===== config.mk =====
export PLATFORM = sky130hd
export DESIGN_NAME = conv_window_ctrl
export DESIGN_NICKNAME = d
export VERILOG_FILES = /design/src/rtl/conv_window_ctrl.sv
export SDC_FILE = /design/constraint.sdc
export NUM_CORES = 1
export LEC_CHECK = 0
export CORE_ASPECT_RATIO = 1.25
export CORE_MARGIN = 10
export CORE_UTILIZATION = 54
export DETAILED_ROUTE_END_ITERATION = 7
export GPL_ROUTABILITY_DRIVEN = 0
export PLACE_DENSITY = 0.8
export SLEW_MARGIN = 20
export SYNTH_ARGS = -nofsm -noshare
export SYNTH_HDL_FRONTEND = slang
export SYNTH_SLANG_ARGS = --single-unit

===== constraint.sdc =====
create_clock -name clk -period 2.9 [get_ports clk]
set_input_delay 0.58 -clock clk [delete_from_list [all_inputs] [get_ports clk]]
set_output_delay 0.58 -clock clk [all_outputs]
set_load 0.005 [all_outputs]

===== src/rtl/conv_window_ctrl.sv =====
// Window sequencer for the KSIZE x KSIZE line-buffer chain: accepts raster pixels, drives row-buffer shift,
// flags complete windows. Optional build macro CONV_WIN_STRIDE2_EN adds the stride-2 qualification input.
module conv_window_ctrl #(
  parameter int KSIZE = 3,
  parameter int MAX_W = 320,
  parameter int MAX_H = 240,
  localparam int CW = $clog2(MAX_W),
  localparam int RW = $clog2(MAX_H)
) (
  input  logic          clk,
  input  logic          rstn,
  input  logic          i_start,
  input  logic [CW-1:0] i_cfg_w,
  input  logic [RW-1:0] i_cfg_h,
`ifdef CONV_WIN_STRIDE2_EN
  input  logic          i_stride2,
`endif
  input  logic          i_s_valid,
  output logic          o_s_ready,
  output logic          o_buf_shift,
  output logic          o_m_valid,
  input  logic          i_m_ready,
  output logic [CW-1:0] o_win_col,
  output logic [RW-1:0] o_win_row,
  output logic          o_win_last,
  output logic          o_busy,
  output logic          o_done,
  output logic          o_cfg_err
);

  typedef enum logic [1:0] {
    S_IDLE  = 2'd0,
    S_RUN   = 2'd1,
    S_DRAIN = 2'd2,
    S_DONE  = 2'd3
  } state_t;

  state_t        r_state;
  logic [CW-1:0] r_w_m1;
  logic [RW-1:0] r_h_m1;
  logic [CW-1:0] r_col;
  logic [RW-1:0] r_row;
  logic [CW-1:0] r_last_col;
  logic [RW-1:0] r_last_row;
  logic          r_m_valid;
  logic [CW-1:0] r_win_col;
  logic [RW-1:0] r_win_row;
  logic          r_win_last;
  logic          r_done;
  logic          r_cfg_err;
`ifdef CONV_WIN_STRIDE2_EN
  logic          r_stride2;
`endif

  logic          w_cfg_ok;
  logic          w_accept;
  logic          w_qualify;
  logic          w_end_pixel;
  logic [CW-1:0] w_cfg_last_col;
  logic [RW-1:0] w_cfg_last_row;

  // Geometry check done one bit wider so MAX_W/MAX_H never alias when they are powers of two
  assign w_cfg_ok = ({1'b0, i_cfg_w} >= (CW+1)'(KSIZE)) && ({1'b0, i_cfg_w} <= (CW+1)'(MAX_W)) &&
                    ({1'b0, i_cfg_h} >= (RW+1)'(KSIZE)) && ({1'b0, i_cfg_h} <= (RW+1)'(MAX_H));

  assign o_s_ready   = (r_state == S_RUN) && (!r_m_valid || i_m_ready);
  assign w_accept    = i_s_valid && o_s_ready;
  assign o_buf_shift = w_accept;
  assign w_end_pixel = (r_col == r_w_m1) && (r_row == r_h_m1);

`ifdef CONV_WIN_STRIDE2_EN
  // Stride 2 keeps windows whose offset from KSIZE-1 is even; the last one may stop short of the edge
  localparam logic KPAR_POS = 1'((KSIZE - 1) % 2);
  localparam logic KPAR_DIM = 1'(KSIZE % 2);
  assign w_qualify = (r_col >= CW'(KSIZE - 1)) && (r_row >= RW'(KSIZE - 1)) &&
                     (!r_stride2 || ((r_col[0] == KPAR_POS) && (r_row[0] == KPAR_POS)));
  assign w_cfg_last_col = (i_stride2 && (i_cfg_w[0] != KPAR_DIM)) ? (i_cfg_w - CW'(2)) : (i_cfg_w - CW'(1));
  assign w_cfg_last_row = (i_stride2 && (i_cfg_h[0] != KPAR_DIM)) ? (i_cfg_h - RW'(2)) : (i_cfg_h - RW'(1));
`else
  assign w_qualify = (r_col >= CW'(KSIZE - 1)) && (r_row >= RW'(KSIZE - 1));
  assign w_cfg_last_col = i_cfg_w - CW'(1);
  assign w_cfg_last_row = i_cfg_h - RW'(1);
`endif

  assign o_m_valid  = r_m_valid;
  assign o_win_col  = r_win_col;
  assign o_win_row  = r_win_row;
  assign o_win_last = r_win_last;
  assign o_busy     = (r_state != S_IDLE);
  assign o_done     = r_done;
  assign o_cfg_err  = r_cfg_err;

  // Frame FSM, raster counters and registered window outputs
  always_ff @(posedge clk or negedge rstn) begin
    if (!rstn) begin
      r_state    <= S_IDLE;
      r_w_m1     <= '0;
      r_h_m1     <= '0;
      r_col      <= '0;
      r_row      <= '0;
      r_last_col <= '0;
      r_last_row <= '0;
      r_m_valid  <= 1'b0;
      r_win_col  <= '0;
      r_win_row  <= '0;
      r_win_last <= 1'b0;
      r_done     <= 1'b0;
      r_cfg_err  <= 1'b0;
`ifdef CONV_WIN_STRIDE2_EN
      r_stride2  <= 1'b0;
`endif
    end else begin
      r_done    <= 1'b0;
      r_cfg_err <= 1'b0;
      case (r_state)
        S_IDLE: begin
          if (i_start) begin
            if (w_cfg_ok) begin
              r_w_m1     <= i_cfg_w - CW'(1);
              r_h_m1     <= i_cfg_h - RW'(1);
              r_last_col <= w_cfg_last_col;
              r_last_row <= w_cfg_last_row;
              r_col      <= '0;
              r_row      <= '0;
`ifdef CONV_WIN_STRIDE2_EN
              r_stride2  <= i_stride2;
`endif
              r_state    <= S_RUN;
            end else begin
              r_cfg_err <= 1'b1;
            end
          end
        end
        S_RUN: begin
          if (w_accept) begin
            // Outputs line up with the one-cycle row-buffer read latency
            r_m_valid <= w_qualify;
            if (w_qualify) begin
              r_win_col  <= r_col;
              r_win_row  <= r_row;
              r_win_last <= (r_col == r_last_col) && (r_row == r_last_row);
            end
            if (w_end_pixel) begin
              r_state <= S_DRAIN;
            end else if (r_col == r_w_m1) begin
              r_col <= '0;
              r_row <= r_row + RW'(1);
            end else begin
              r_col <= r_col + CW'(1);
            end
          end else if (i_m_ready) begin
            r_m_valid <= 1'b0;
          end
        end
        S_DRAIN: begin
          if (!r_m_valid || i_m_ready) begin
            r_m_valid <= 1'b0;
            r_done    <= 1'b1;
            r_state   <= S_DONE;
          end
        end
        S_DONE: begin
          r_state <= S_IDLE;
        end
        default: begin
          r_state <= S_IDLE;
        end
      endcase
    end
  end

endmodule

==> summary.md <==
| Metric | Value |
|---|---|
| Diodes inserted | 0 |
| Synthesized instance count | 307 |
| Final nets | 420 |
| Crit-path max cell delay | 0.53 ns |
| Design area | 4050 um2 |
| Die footprint | 9140 um2 |
| Cell accounting for the most synthesized area | dfrtp_1 |
| Gr ovfl total | 0 |
| Worst-margin pin slew | 0.459 ns |
| Die Ht | 104 um |
| Clk buf depth | 2 |
| CP endpoint kind | flop |
| Critical-path cell list | clkdlybuf4s50_1 -> or4_4 -> or4_1 -> nor3b_1 -> nand2_2 -> a221o_2 -> buf_4 -> buf_4 -> o21ai_0 -> a21oi_1 |
| Slowest cell on the critical path | or4_4 |
| Leak Pwr | 1.86 nW |
| Layout cell share with drive strength beyond 1 | 0.195 |
| First-pass GRT wire length | 11700 um |
| Delay-heaviest family, CP | simple AND/OR/NAND/NOR gates |
| Compound-Gate Fraction of Synth Area | 0.102 |
| DR WL/cell | 15.1 um |
| Drt total wl | 6880 um |
| Worst clock skew | 0.0103 ns |
| Xor/xnor share of the synthesized area | 0.0853 |
| Max-cap violations | 0 |
| Num CTS Buffers | 9 |
| Placed Cells incl. Taps | 438 |
| Fmax | 369 MHz |
| Area contributors post-synth | dfrtp_1, mux2_2, o21ai_0 |
| Vias after detailed routing | 2539 |
| Syn nets | 342 |
| Starting density of the core | 0.562 |
| GRT Overall Usage | 0.158 |
| Initial antenna violation count | 0 |
| Core area | 5480 um2 |
| Slew HR | 0.694 |
| CTS H-tree depth | 3 |
| Top cell by count, worst path | buf_4 |
| Pins Over Slew Limit | 0 |
| # port buffers | 45 |
| Dpl cell area | 3810 um2 |
| Max VDD drop | 0.438 mV |
| Commonest cells after routing, fill and taps aside | dfrtp_1, clkdlybuf4s50_1, o21ai_0 |
| Number of clock sinks | 57 |
| Distinct cell type count after synthesis | 40 |
| CP Launch Type | primary input |
| Synth warnings | 0 |
| Iter 0 DRT Violations | 188 |
| Die width | 87.5 um |
| Final setup viols | 0 |
| Post-synthesis async set-or-reset flop share | 1.00 |
| Register area | 1430 um2 |
| RSZ-0062 raised after global routing | no |
| # DRC | 0 |
| Seq/Total Area, Yosys | 0.463 |
| Area of the multi-input gates | 1540 um2 |
| Largest family of logic cells by synthesized area | simple AND/OR/NAND/NOR gates |
| Commonest non-fill, non-tap cell in the layout | dfrtp_1 |
| Worst hold slack | 0.187 ns |
| Drt pass-1 iters | 4 |
| Mux cell area share after synthesis | 0.0796 |
| EDFF count, synth | 0 |
| Num ports | 46 |
| Vias/cell | 5.59 |
| Synthesis-to-finish area growth | 31.7% |
| Cts repair resizes | 0 |
| Simple-gate area share of the yosys netlist | 0.181 |
| Clk_lat worst skew | 0.34 ns |
| Rows | 30 |
| CTS tree | built |
| Clock tree root driver cell | clkbuf_8 |
| HP Class | in -> async |
| Outcome | complete, no violations |
| Worst setup margin | 0.194 ns |
| Pre-CTS setup slack | -0.121 ns |
| Clock period minus worst slack | 2.71 ns |
| ANT nets after route | 0 |
| Adder-Cell Fraction of Synth Area | 0.0528 |
| Vias in the first global route | 2589 |
| Worst EP arrival | 2.97 ns |
| Worst Path Required | 3.17 ns |
| WS Path Type | in -> reg |
| Power density over the cells | 816 nW/um2 |
| Mean post-synth cell area | 10.0 um2 |
| Period utilization | 0.933 |
| Post-CTS Setup Bufs | 0 |
| Commonest register cell after synthesis | dfrtp_1 |
| Final Non-Filler Cells | 454 |
| Fillers | 400 |
| Yosys reg bits | 57 |
| Largest net degree at the start of global routing | 37 |
| Worst-path clk slew | 0.07 ns |
| DP Wirelength | 5220 um |
| Critical Path Fanout Max | 13 |
| Synthesized area | 3080 um2 |
| Hold_buf cts | 0 |
| Post-synth top area share | 0.463 |
| Final hold vios | 0 |
| Buf+Inv Stages, Crit Path | 3 |
routing by layer:
| layer | global-route usage | up-vias | part of all wire | routed length, um |
|---|---|---|---|---|
| met5 | 0 | - | 0 | 0 |
| met4 | 0.0993 | 0 | 0.032 | 221 |
| met3 | 0.0313 | 17 | 0.035 | 240 |
| met2 | 0.256 | 59 | 0.52 | 3550 |
| met1 | 0.182 | 1225 | 0.42 | 2870 |
| li1 | - | 1238 | - | - |
sequential cells by signal (all words and copies together) (netlist names):
name and count:
o_cfg_err 1, r_state 2, o_win_last 1, r_col 9
r_row 8, r_last_col 9, o_win_row 8, o_win_col 9
r_last_row 8, o_m_valid 1, o_done 1
path summary, 6_finish.rpt:
path                       slack [ns]            end  cells past startpoint          start
setup / recovery                 0.19       r_row[3]                     10     i_cfg_h[5]
hold / removal                   0.19  r_last_col[5]                      1           rstn
setup reg to reg                 0.41     r_state[1]                      7       r_col[7]
hold reg to reg                  0.50  r_last_col[2]                      2  r_last_col[2]
max in group asynchronous        1.89   o_win_row[1]                      2           rstn
min in group clk                 0.50  r_last_col[2]                      2  r_last_col[2]
synth_stat cells (7+ instances only):
cell type and count:
nand4_1 8, inv_1 13, xnor2_1 18, clkbuf_1 7, nand2_1 32, o21ai_0 34
nor2_1 15, mux2_2 20, a21oi_1 8, xor2_1 12, ha_1 13, nand3_1 7
dfrtp_1 57, and3_1 10
power breakdown:
part,internal [mW],switching (mW)
Clock,0.589,0.310
Sequential,1.04,0.208
Combinational,0.612,0.546
layout make-up:
| type | count | area share |
|---|---|---|
| clock buffers | 10 | 0.0340 |
| clock inverters | 6 | 0.0259 |
| inverters | 13 | 0.0120 |
| multi-input cells | 225 | 0.381 |
| flip-flops and latches | 57 | 0.352 |
| well taps | 64 | 0.0198 |
| repair buffers | 79 | 0.176 |
worst register-to-register path, cell delays in order, from the launching register on:
cell and delay [ns]:
dfrtp_1 0.44, xor2_1 0.18, nor4_1 0.27, nand4_1 0.16
nor3_1 0.38, nand3_1 0.13, a221oi_1 0.43, mux2_2 0.39
logic make-up (layout without fill, tap and decap cells):
logic type,count (synthesis),after routing
AO/OA/AOI/OAI,55,55
XOR/XNOR,30,30
adder cells (fa/ha/maj),13,13
buffers and inverters,25,108
flip-flops,57,57
multiplexers,22,22
AND/OR/NAND/NOR,105,105
per-stage QoR:
step | util | total power, mW | TNS (ns)
final | 0.740 | 3.31 | 0
after global routing | 0.740 | 3.52 | 0
after CTS | 0.740 | 3.34 | 0
after detailed placement | 0.695 | 2.42 | -1.22
after global placement | 0.695 | 2.37 | -0.547
after floorplan | - | 1.92 | 0
No activity file was read; power rests on OpenSTA's default activity.
